--- src/rtl/item_memory_fetch_ctrl.sv ---
// Strided dual-channel source fetch sequencer feeding item memory ports A/B.
// Optional stall counter output enabled by defining ITEM_FETCH_PERF_CNT_EN.
module item_memory_fetch_ctrl #(
    parameter int ImAddrWidth  = 10,
    parameter int SrcAddrWidth = 16,
    parameter int CountWidth   = 16,
    parameter int BufDepth     = 2
) (
    input  logic                    clk_i,
    input  logic                    rst_i,
    input  logic                    start_i,
    input  logic                    clr_i,
    input  logic [CountWidth-1:0]   num_items_i,
    input  logic                    a_en_i,
    input  logic                    b_en_i,
    input  logic [SrcAddrWidth-1:0] a_base_i,
    input  logic [SrcAddrWidth-1:0] b_base_i,
    input  logic [SrcAddrWidth-1:0] a_stride_i,
    input  logic [SrcAddrWidth-1:0] b_stride_i,
    output logic                    mem_req_o,
    output logic [SrcAddrWidth-1:0] mem_addr_o,
    input  logic [ImAddrWidth-1:0]  mem_rdata_i,
    output logic [ImAddrWidth-1:0]  lowdim_a_o,
    output logic [ImAddrWidth-1:0]  lowdim_b_o,
    output logic                    a_valid_o,
    output logic                    b_valid_o,
    input  logic                    a_ready_i,
    input  logic                    b_ready_i,
    output logic                    busy_o,
    output logic                    done_o
`ifdef ITEM_FETCH_PERF_CNT_EN
    ,
    output logic [CountWidth-1:0]   stall_cnt_o
`endif
);

    localparam int PW = (BufDepth > 1) ? $clog2(BufDepth) : 1;
    localparam int OW = $clog2(BufDepth + 1);

    typedef enum logic [1:0] {IDLE, RUN, DRAIN, DONE} state_t;

    state_t                  state_q;
    logic [CountWidth-1:0]   num_q;
    logic [1:0]              en_q;
    logic [SrcAddrWidth-1:0] addr_q   [2];
    logic [SrcAddrWidth-1:0] stride_q [2];
    logic [CountWidth-1:0]   iss_q    [2];
    logic                    rr_q;
    logic                    infl_q;
    logic                    tag_q;

    logic [ImAddrWidth-1:0]  fifo_q   [2][BufDepth];
    logic [PW-1:0]           rd_ptr_q [2];
    logic [PW-1:0]           wr_ptr_q [2];
    logic [OW-1:0]           cnt_q    [2];

    logic [1:0]              rdy;
    logic [1:0]              valid;
    logic [1:0]              pop;
    logic [1:0]              wr_en;
    logic [1:0]              ch_done;
    logic [1:0]              elig;
    logic [ImAddrWidth-1:0]  head [2];
    logic [OW:0]             occ  [2];
    logic                    req;
    logic                    gnt;
    logic                    all_issued;
    logic                    bufs_empty;

    function automatic logic [PW-1:0] ptr_inc(input logic [PW-1:0] p);
        if (p == PW'(BufDepth - 1)) return '0;
        return p + 1'b1;
    endfunction

    // Buffer status, credit-based eligibility and round-robin grant.
    always_comb begin
        rdy     = {b_ready_i, a_ready_i};
        valid   = '0;
        pop     = '0;
        wr_en   = '0;
        ch_done = '0;
        elig    = '0;
        for (int c = 0; c < 2; c++) begin
            valid[c]   = cnt_q[c] != '0;
            head[c]    = valid[c] ? fifo_q[c][rd_ptr_q[c]] : '0;
            pop[c]     = valid[c] && rdy[c];
            wr_en[c]   = infl_q && (tag_q == 1'(c));
            occ[c]     = {1'b0, cnt_q[c]} + (OW+1)'(wr_en[c])
                         - (OW+1)'(pop[c]);
            ch_done[c] = !en_q[c] || (iss_q[c] == num_q);
            elig[c]    = (state_q == RUN) && !ch_done[c]
                         && (occ[c] < (OW+1)'(BufDepth));
        end
        req        = elig[0] || elig[1];
        gnt        = (elig[0] && elig[1]) ? rr_q : elig[1];
        all_issued = ch_done[0] && ch_done[1];
        bufs_empty = (cnt_q[0] == '0) && (cnt_q[1] == '0);
    end

    assign mem_req_o  = req;
    assign mem_addr_o = req ? addr_q[gnt] : '0;
    assign a_valid_o  = valid[0];
    assign b_valid_o  = valid[1];
    assign lowdim_a_o = head[0];
    assign lowdim_b_o = head[1];
    assign busy_o     = state_q != IDLE;
    assign done_o     = state_q == DONE;

    // Job FSM, config latch, address walkers and in-flight tag.
    always_ff @(posedge clk_i) begin
        if (rst_i) begin
            state_q  <= IDLE;
            num_q    <= '0;
            en_q     <= '0;
            rr_q     <= 1'b0;
            infl_q   <= 1'b0;
            tag_q    <= 1'b0;
            for (int c = 0; c < 2; c++) begin
                addr_q[c]   <= '0;
                stride_q[c] <= '0;
                iss_q[c]    <= '0;
            end
        end else if (clr_i) begin
            state_q <= IDLE;
            rr_q    <= 1'b0;
            infl_q  <= 1'b0;
            tag_q   <= 1'b0;
        end else begin
            infl_q <= req;
            if (req) begin
                tag_q       <= gnt;
                rr_q        <= ~gnt;
                addr_q[gnt] <= addr_q[gnt] + stride_q[gnt];
                iss_q[gnt]  <= iss_q[gnt] + 1'b1;
            end
            unique case (state_q)
                IDLE: begin
                    if (start_i) begin
                        num_q       <= num_items_i;
                        en_q        <= {b_en_i, a_en_i};
                        addr_q[0]   <= a_base_i;
                        addr_q[1]   <= b_base_i;
                        stride_q[0] <= a_stride_i;
                        stride_q[1] <= b_stride_i;
                        iss_q[0]    <= '0;
                        iss_q[1]    <= '0;
                        rr_q        <= 1'b0;
                        if (num_items_i == '0 || !(a_en_i || b_en_i))
                            state_q <= DONE;
                        else
                            state_q <= RUN;
                    end
                end
                RUN: begin
                    if (all_issued) state_q <= DRAIN;
                end
                DRAIN: begin
                    if (!infl_q && bufs_empty) state_q <= DONE;
                end
                DONE: begin
                    state_q <= IDLE;
                end
            endcase
        end
    end

    // Per-channel output FIFOs: capture returned data, pop on handshake.
    always_ff @(posedge clk_i) begin
        if (rst_i || clr_i) begin
            for (int c = 0; c < 2; c++) begin
                rd_ptr_q[c] <= '0;
                wr_ptr_q[c] <= '0;
                cnt_q[c]    <= '0;
            end
        end else begin
            for (int c = 0; c < 2; c++) begin
                if (wr_en[c]) begin
                    fifo_q[c][wr_ptr_q[c]] <= mem_rdata_i;
                    wr_ptr_q[c] <= ptr_inc(wr_ptr_q[c]);
                end
                if (pop[c]) rd_ptr_q[c] <= ptr_inc(rd_ptr_q[c]);
                cnt_q[c] <= cnt_q[c] + OW'(wr_en[c]) - OW'(pop[c]);
            end
        end
    end

`ifdef ITEM_FETCH_PERF_CNT_EN
    logic stall;
    assign stall = (valid[0] && !rdy[0]) || (valid[1] && !rdy[1]);

    // Saturating count of active cycles with a symbol held back.
    always_ff @(posedge clk_i) begin
        if (rst_i || clr_i) begin
            stall_cnt_o <= '0;
        end else if (state_q == IDLE && start_i) begin
            stall_cnt_o <= '0;
        end else if ((state_q == RUN || state_q == DRAIN) && stall
                     && stall_cnt_o != '1) begin
            stall_cnt_o <= stall_cnt_o + 1'b1;
        end
    end
`endif

endmodule
--- config.mk ---
export PLATFORM = sky130hd
export DESIGN_NAME = item_memory_fetch_ctrl
export DESIGN_NICKNAME = d
export VERILOG_FILES = /design/src/rtl/item_memory_fetch_ctrl.sv
export SDC_FILE = /design/constraint.sdc
export NUM_CORES = 1
export LEC_CHECK = 0
export CAP_MARGIN = 10
export CELL_PAD_IN_SITES_DETAIL_PLACEMENT = 1
export CELL_PAD_IN_SITES_GLOBAL_PLACEMENT = 1
export CORE_ASPECT_RATIO = 1.5
export CORE_MARGIN = 10
export CORE_UTILIZATION = 40
export DETAILED_ROUTE_END_ITERATION = 10
export GPL_TIMING_DRIVEN = 0
export HOLD_SLACK_MARGIN = 0.15
export PLACE_DENSITY_LB_ADDON = 0.1
export SETUP_SLACK_MARGIN = 0.1
export SKIP_CTS_REPAIR_TIMING = 1
export SYNTH_ARGS = -nofsm -noshare
export SYNTH_HDL_FRONTEND = slang
export SYNTH_SLANG_ARGS = --single-unit
--- constraint.sdc ---
create_clock -name clk_i -period 9.9 [get_ports clk_i]
set_clock_uncertainty 0.1 [all_clocks]
set_input_delay 1.485 -clock clk_i [delete_from_list [all_inputs] [get_ports clk_i]]
set_output_delay 1.485 -clock clk_i [all_outputs]
set_load 0.02 [all_outputs]
Word level (Yosys, flattened, before mapping)
Memories as Yosys holds them, arrays and structs flattened.
Index checks and enable logic that the tools add are counted.
Widths: inputs -> output; s select.
- reductions and logical operators: 39
- magnitude comparators: 8
- eq/ne operators: 8
- add/subtract/negate cells: 14
- mux-type cells: 99
- bitwise gates (word level): 19
- operators by type and width (operator ; number):
    $mux 16 ; 9
    $mux 10 ; 10
    $mux 20 ; 4
    $mux 1 ; 67
    $eq 16x16->1 ; 2
    $reduce_or 16->1 ; 2
    $demux 10 s1 ; 2
    $reduce_or 20->1 ; 1
    $add 16x1->16 const B ; 1
    $add 16x16->16 ; 1
    $logic_not 16->1 ; 1
    $logic_and 1x1->1 ; 14
    $mux 2 ; 6
    $or 1x1->1 ; 12
    $ge 2x2->1 const B ; 4
    $not 1->2 ; 4
    $pmux 2 s4 ; 1
    $add 2x1->3 ; 2
    $logic_not 1->1 ; 6
    $logic_not 2->1 ; 3
    $logic_or 1x1->1 ; 6
    $lt 3x2->1 const B ; 2
    $ne 2x2->1 const B ; 3
    $reduce_and 3->1 ; 2
    10 further kinds ; 22
- output and inout port bits: 41
- memory bits (writable): 144
- register bits after elaboration: 23
- memories: 7
- memory list (name ; depth ; width ; read ports ; clocked after Yosys merged registers in ; wr ports ; RTL line ; text):
    fifo_q ; 2 ; 20 ; 2 ; 0 ; 1 ; 52 ; logic [ImAddrWidth-1:0] fifo_q [2][BufDepth];
    addr_q ; 2 ; 16 ; 1 ; 0 ; 2 ; 45 ; logic [SrcAddrWidth-1:0] addr_q [2];
    iss_q ; 2 ; 16 ; 3 ; 0 ; 2 ; 47 ; logic [CountWidth-1:0] iss_q [2];
    stride_q ; 2 ; 16 ; 1 ; 0 ; 2 ; 46 ; logic [SrcAddrWidth-1:0] stride_q [2];
    cnt_q ; 2 ; 2 ; 2 ; 0 ; 2 ; 55 ; logic [OW-1:0] cnt_q [2];
    rd_ptr_q ; 2 ; 1 ; 2 ; 0 ; 2 ; 53 ; logic [PW-1:0] rd_ptr_q [2];
    1 more memories ; - ; - ; - ; - ; - ; - ;

Depth between registers and ports, before layout
Gate-level depths: netlist of the first run.
- depth after elaboration: 13
- depth in mapped cells: 27

Worst setup path after synthesis of the first run
No wires, ideal clock.
- path kind: input to register
- start: in a_ready_i
- end: mem addr_q[1][14] (data pin)
- stages on the path: 25
- path buffers: 3
- setup time: 265 ps
- data arrival time: 5546 ps
- required time: 9535 ps
- path slack: 3988 ps
- cell sequence: nor2b_1 ha_1 inv_1 ha_1 inv_1 fa_1 xnor2_1 and3_1 and3_1 buf_6 nor2_8 buf_6 buf_2 nand2_1 nand2_1 ha_1 inv_1 fa_1 nand2b_1 a21oi_1 o21a_1 o311a_1 o211ai_1 a41o_1 or3_1
- RTL lines (element ; RTL line ; text):
    start, declared ; 27 ; input logic a_ready_i,
    end, declared ; 45 ;

Worst setup path after layout of the first run
- start: in a_ready_i
- end: out mem_addr_o[13]
- word-level cells in the longest chain between the ends: 8
- RTL lines (element ; RTL line ; text):
    $logic_and 1x1->1 * ; 86 ; pop[c] = valid[c] && rdy[c];
    $sub 3x1->3 * ; 89 ; - (OW+1)'(pop[c]);
    $lt 3x2->1 * ; 92 ; && (occ[c] < (OW+1)'(BufDepth));
    $logic_and 1x1->1 * ; 92 ;
    $logic_and 1x1->1 ; 95 ; gnt = (elig[0] && elig[1]) ? rr_q : elig[1];
    $mux 1 ; 95 ;
    $mem_v2 2x16 ; - ;
    $mux 16 * ; 101 ; assign mem_addr_o = req ? addr_q[gnt] : '0;
    end, declared ; 21 ; output logic [SrcAddrWidth-1:0] mem_addr_o,
Mark *: on every way between the ends. The rest lies on a longest branch, timed or not.

==> results of run 1 <==
-- power by group --
| group | total (W) | internal [W] | switching, W |
|---|---|---|---|
| combinational | 0.000200 | 0.0000943 | 0.000106 |
| clock | 0.000662 | 0.000348 | 0.000314 |
| sequential | 0.000817 | 0.000795 | 0.0000217 |
-- kinds of logic (layout without fill, tap and decap cells) --
group	after synthesis	in the layout	share of synthesized area
and+or+nand+nor	327	327	0.187
DFF	167	167	0.529
AOI/OAI and AO/OA	111	111	0.0901
xor gates and xnor gates	66	66	0.0644
buffers and inverters	64	236	0.0383
muxes	40	40	0.0512
adders and majority gates	27	27	0.0402
-- worst min-delay path by stage --
stage	startpoint	to
global placement	en_q[1]$_SDFFE_PP0P_	en_q[1]$_SDFFE_PP0P_
CTS	en_q[1]$_SDFFE_PP0P_	en_q[1]$_SDFFE_PP0P_
detailed placement	en_q[1]$_SDFFE_PP0P_	en_q[1]$_SDFFE_PP0P_
global route	en_q[1]$_SDFFE_PP0P_	en_q[1]$_SDFFE_PP0P_
floorplan	en_q[0]$_SDFFE_PP0P_	en_q[0]$_SDFFE_PP0P_
finish	en_q[1]$_SDFFE_PP0P_	en_q[1]$_SDFFE_PP0P_
-- per-stage QoR --
| step | cell area (um^2) | utilization | total power [W] |
|---|---|---|---|
| global route | 11300 | 0.510 | 0.00174 |
| detailed placement | 10700 | 0.483 | 0.00103 |
| floorplan | 8970 | - | 0.000936 |
| CTS | 11300 | 0.509 | 0.00169 |
| global placement | 10700 | 0.482 | 0.00103 |
| finish | 11300 | 0.510 | 0.00168 |
-- metal layers --
metal / global-route usage / part of all wire / routed length (um)
met2: 0.364 / 0.56 / 15300
met4: 0.0833 / 0.033 / 887
met5: 0 / 0 / 0
met3: 0.0459 / 0.043 / 1170
met1: 0.185 / 0.36 / 9820
-- worst max-delay path: stages --
cell,delay [ns]
clkdlybuf4s50_1,0.46
nor2b_1,0.22
ha_1,0.27
inv_1,0.06
ha_1,0.13
inv_1,0.04
fa_1,0.37
xnor2_1,0.20
nand4_1,0.42
and2_1,0.36
inv_1,0.20
clkbuf_1,0.39
and2_1,0.23
clkdlybuf4s50_1,0.62
-- flip-flops by register name, summed over array words and instances (netlist names), 4 cells and up --
register  cells
cnt_q         4
stride_q     32
iss_q        32
addr_q       32
num_q        16
fifo_q       40
-- layout by cell type (no fill, tap or decap), drive strengths merged, types with 20 or more instances in the layout --
cell type | netlist | layout
clkbuf | 15 | 34
buf | 24 | 26
ha | 24 | 24
dfxtp | 27 | 27
mux2i | 26 | 26
nand3 | 36 | 36
and2 | 54 | 54
nor2 | 68 | 68
nor3 | 27 | 27
a22o | 20 | 20
inv | 25 | 31
nand2 | 80 | 80
xor2 | 49 | 49
o21ai | 25 | 25
clkdlybuf4s50 | 0 | 138
edfxtp | 140 | 140
-- cell type report --
cell class	instances	share of cell area
plain buffers	39	0.0221
multi-input cells	571	0.344
clock inverters	13	0.0118
repair buffers	140	0.125
clock buffers	19	0.0401
inverters	25	0.00828
well taps	276	0.0305
flip-flops and latches	167	0.419
==> key figures, run 1 <==
Logic synthesis
  – Synth area leaders: edfxtp_1, dfxtp_1, xor2_1
  – Syn avg cell area: 11.2 um^2
  – Synthesized cell area: 0.00897 mm^2
  – Synth warn: 0
  – Cell with the most instances after synthesis: edfxtp_1
  – Most frequent cells after synthesis: edfxtp_1, nand2_1, nor2_1, and2_1, xor2_1
  – Asr flop ratio synth: 0
  – Top_reg_cell synth: edfxtp_1
  – Netlist cell types: 57
  – Synth Instances: between 800 and 900
  – Mapped Nets: 927
  – Biggest area consumer among synthesized cells: edfxtp_1
  – Number of synthesized flops with an enable pin: 140
  – Seq/Total Area, Yosys: 0.529
  – Synth top area share: 0.468
  – Flops & latches, synth: 167

STA
  – Final-report hold violation count: 0
  – Post-route worst setup slack: 2.86 ns
  – Max-slew violations: 0
  – RSZ-0062 raised after global routing: no
  – Minimum clock period: 7.04 ns
  – Slew HR: 0.397
  – Final setup fails: 0
  – Max frequency: 142 MHz
  – Part of the cycle the worst path needs: 0.712
  – Worst slew pin tran: 0.902 ns
  – Hold_ws: approximately 0.39 ns
  – Total negative setup slack: 0 ns

Worst hold path
  – Hold Crit Depth: 1
  – Min-delay worst type: flip-flop to flip-flop

Run status
  – Outcome: finished, final reports clean

Floorplanning
  – I/O pin count: between 100 and 150
  – Die ar.: 0.0289 mm^2
  – Horiz. Die Dim: 142 um
  – Num rows: 67
  – Total core area: about 0.022 mm^2
  – Starting density of the core: 0.404
  – Die height: 203 um

Setup path
  – Critical path class: input port to output pin
  – Worst setup EP type: output pin
  – Data required, critical path: 8.32 ns
  – Worst Path Arrival: 5.46 ns
  – Worst R2R Path Depth: 26
  – Worst-path fanout max: 10
  – R2R setup slack: 4.08 ns
  – RR Startpoint: cnt_q[0][1]$_SDFF_PN0_
  – RR Endpoint: addr_q[1][14]$_DFFE_PP_
  – Worst Setup SP: a_ready_i
  – Worst setup SP type: input port
  – Worst setup endpoint: mem_addr_o[13]

Routing
  – Antenna Nets Post-Route: 0
  – Routed wire length: 27200 um
  – Pre-antenna DRT Iters: 4
  – Initial DRC count: 392
  – Routed WL per cell: ~22 um
  – Vias post-DR: around 6700
  – Residual DRC count: 0
  – Number of vias per cell: about 5.3

Pwr
  – VDD IR max: between 0.0001 and 0.00015 V
  – Static leakage: 4.33 nW
  – PwrDens: 148 mW/mm^2

CTS
  – Clk Latency, worst-skew pair: 0.45 ns
  – Clk sinks: 167
  – CTS tree: yes
  – Clock-pin slew on the worst setup and hold paths: 0.07 ns
  – CTS Buffer Depth: 2
  – CTS root buffer: clkbuf_16
  – Htree depth: 4
  – Clock buffers created by TritonCTS: 17

Placement
  – Pre-CTS WS: 2.56 ns
  – DP Wirelength: approximately 21000 um
  – Routability cong.: roughly 0.84
  – Placed cell count: 1217
  – Buffers on Ports: between 100 and 150

Layout
  – Sequential Area: 0.00474 mm^2
  – Multi-input gate area: 0.00389 mm^2
  – Fillers: 2386
  – Ant diodes: 0
  – Nets: 1086
  – Area growth from synthesis to layout: 26.3%
  – Layout Cells excl Fill: 1250
  – Share of layout cells above drive strength 1: 0.0924

Global routing
  – Initial antenna violation count: 0
  – Largest net degree at the start of global routing: 33
  – First-pass GRT wire length: 41800 um
  – Gr ovfl total: 0
  – Overall routing resource usage: 0.190
  – Vias in the first global route: 7327

Job
  – Max Cap Viol: 0
(Power assumes the default switching activity.)
==> run 2, diff against run 1 <==
==> constraint.sdc (replaced) <==
create_clock -name clk_i -period 6.94 [get_ports clk_i]
set_clock_uncertainty 0.1 [all_clocks]
set_input_delay 1.041 -clock clk_i [delete_from_list [all_inputs] [get_ports clk_i]]
set_output_delay 1.041 -clock clk_i [all_outputs]
set_load 0.02 [all_outputs]
==> results of run 2 <==
Same layout as run 1 (identical final DEF). Status: finished, final reports clean.
Among the figures that moved: setup slack after placement 2.56 ns -> 0.0439 ns; setup slack after layout 2.86 ns -> 0.562 ns; end point of the critical path mem_addr_o[13] -> addr_q[1][14]$_DFFE_PP_; register-to-register setup slack 4.08 ns -> 1.12 ns; total power 0.00168 W -> 0.00240 W; worst IR drop on VDD 0.000108 V -> 0.000154 V
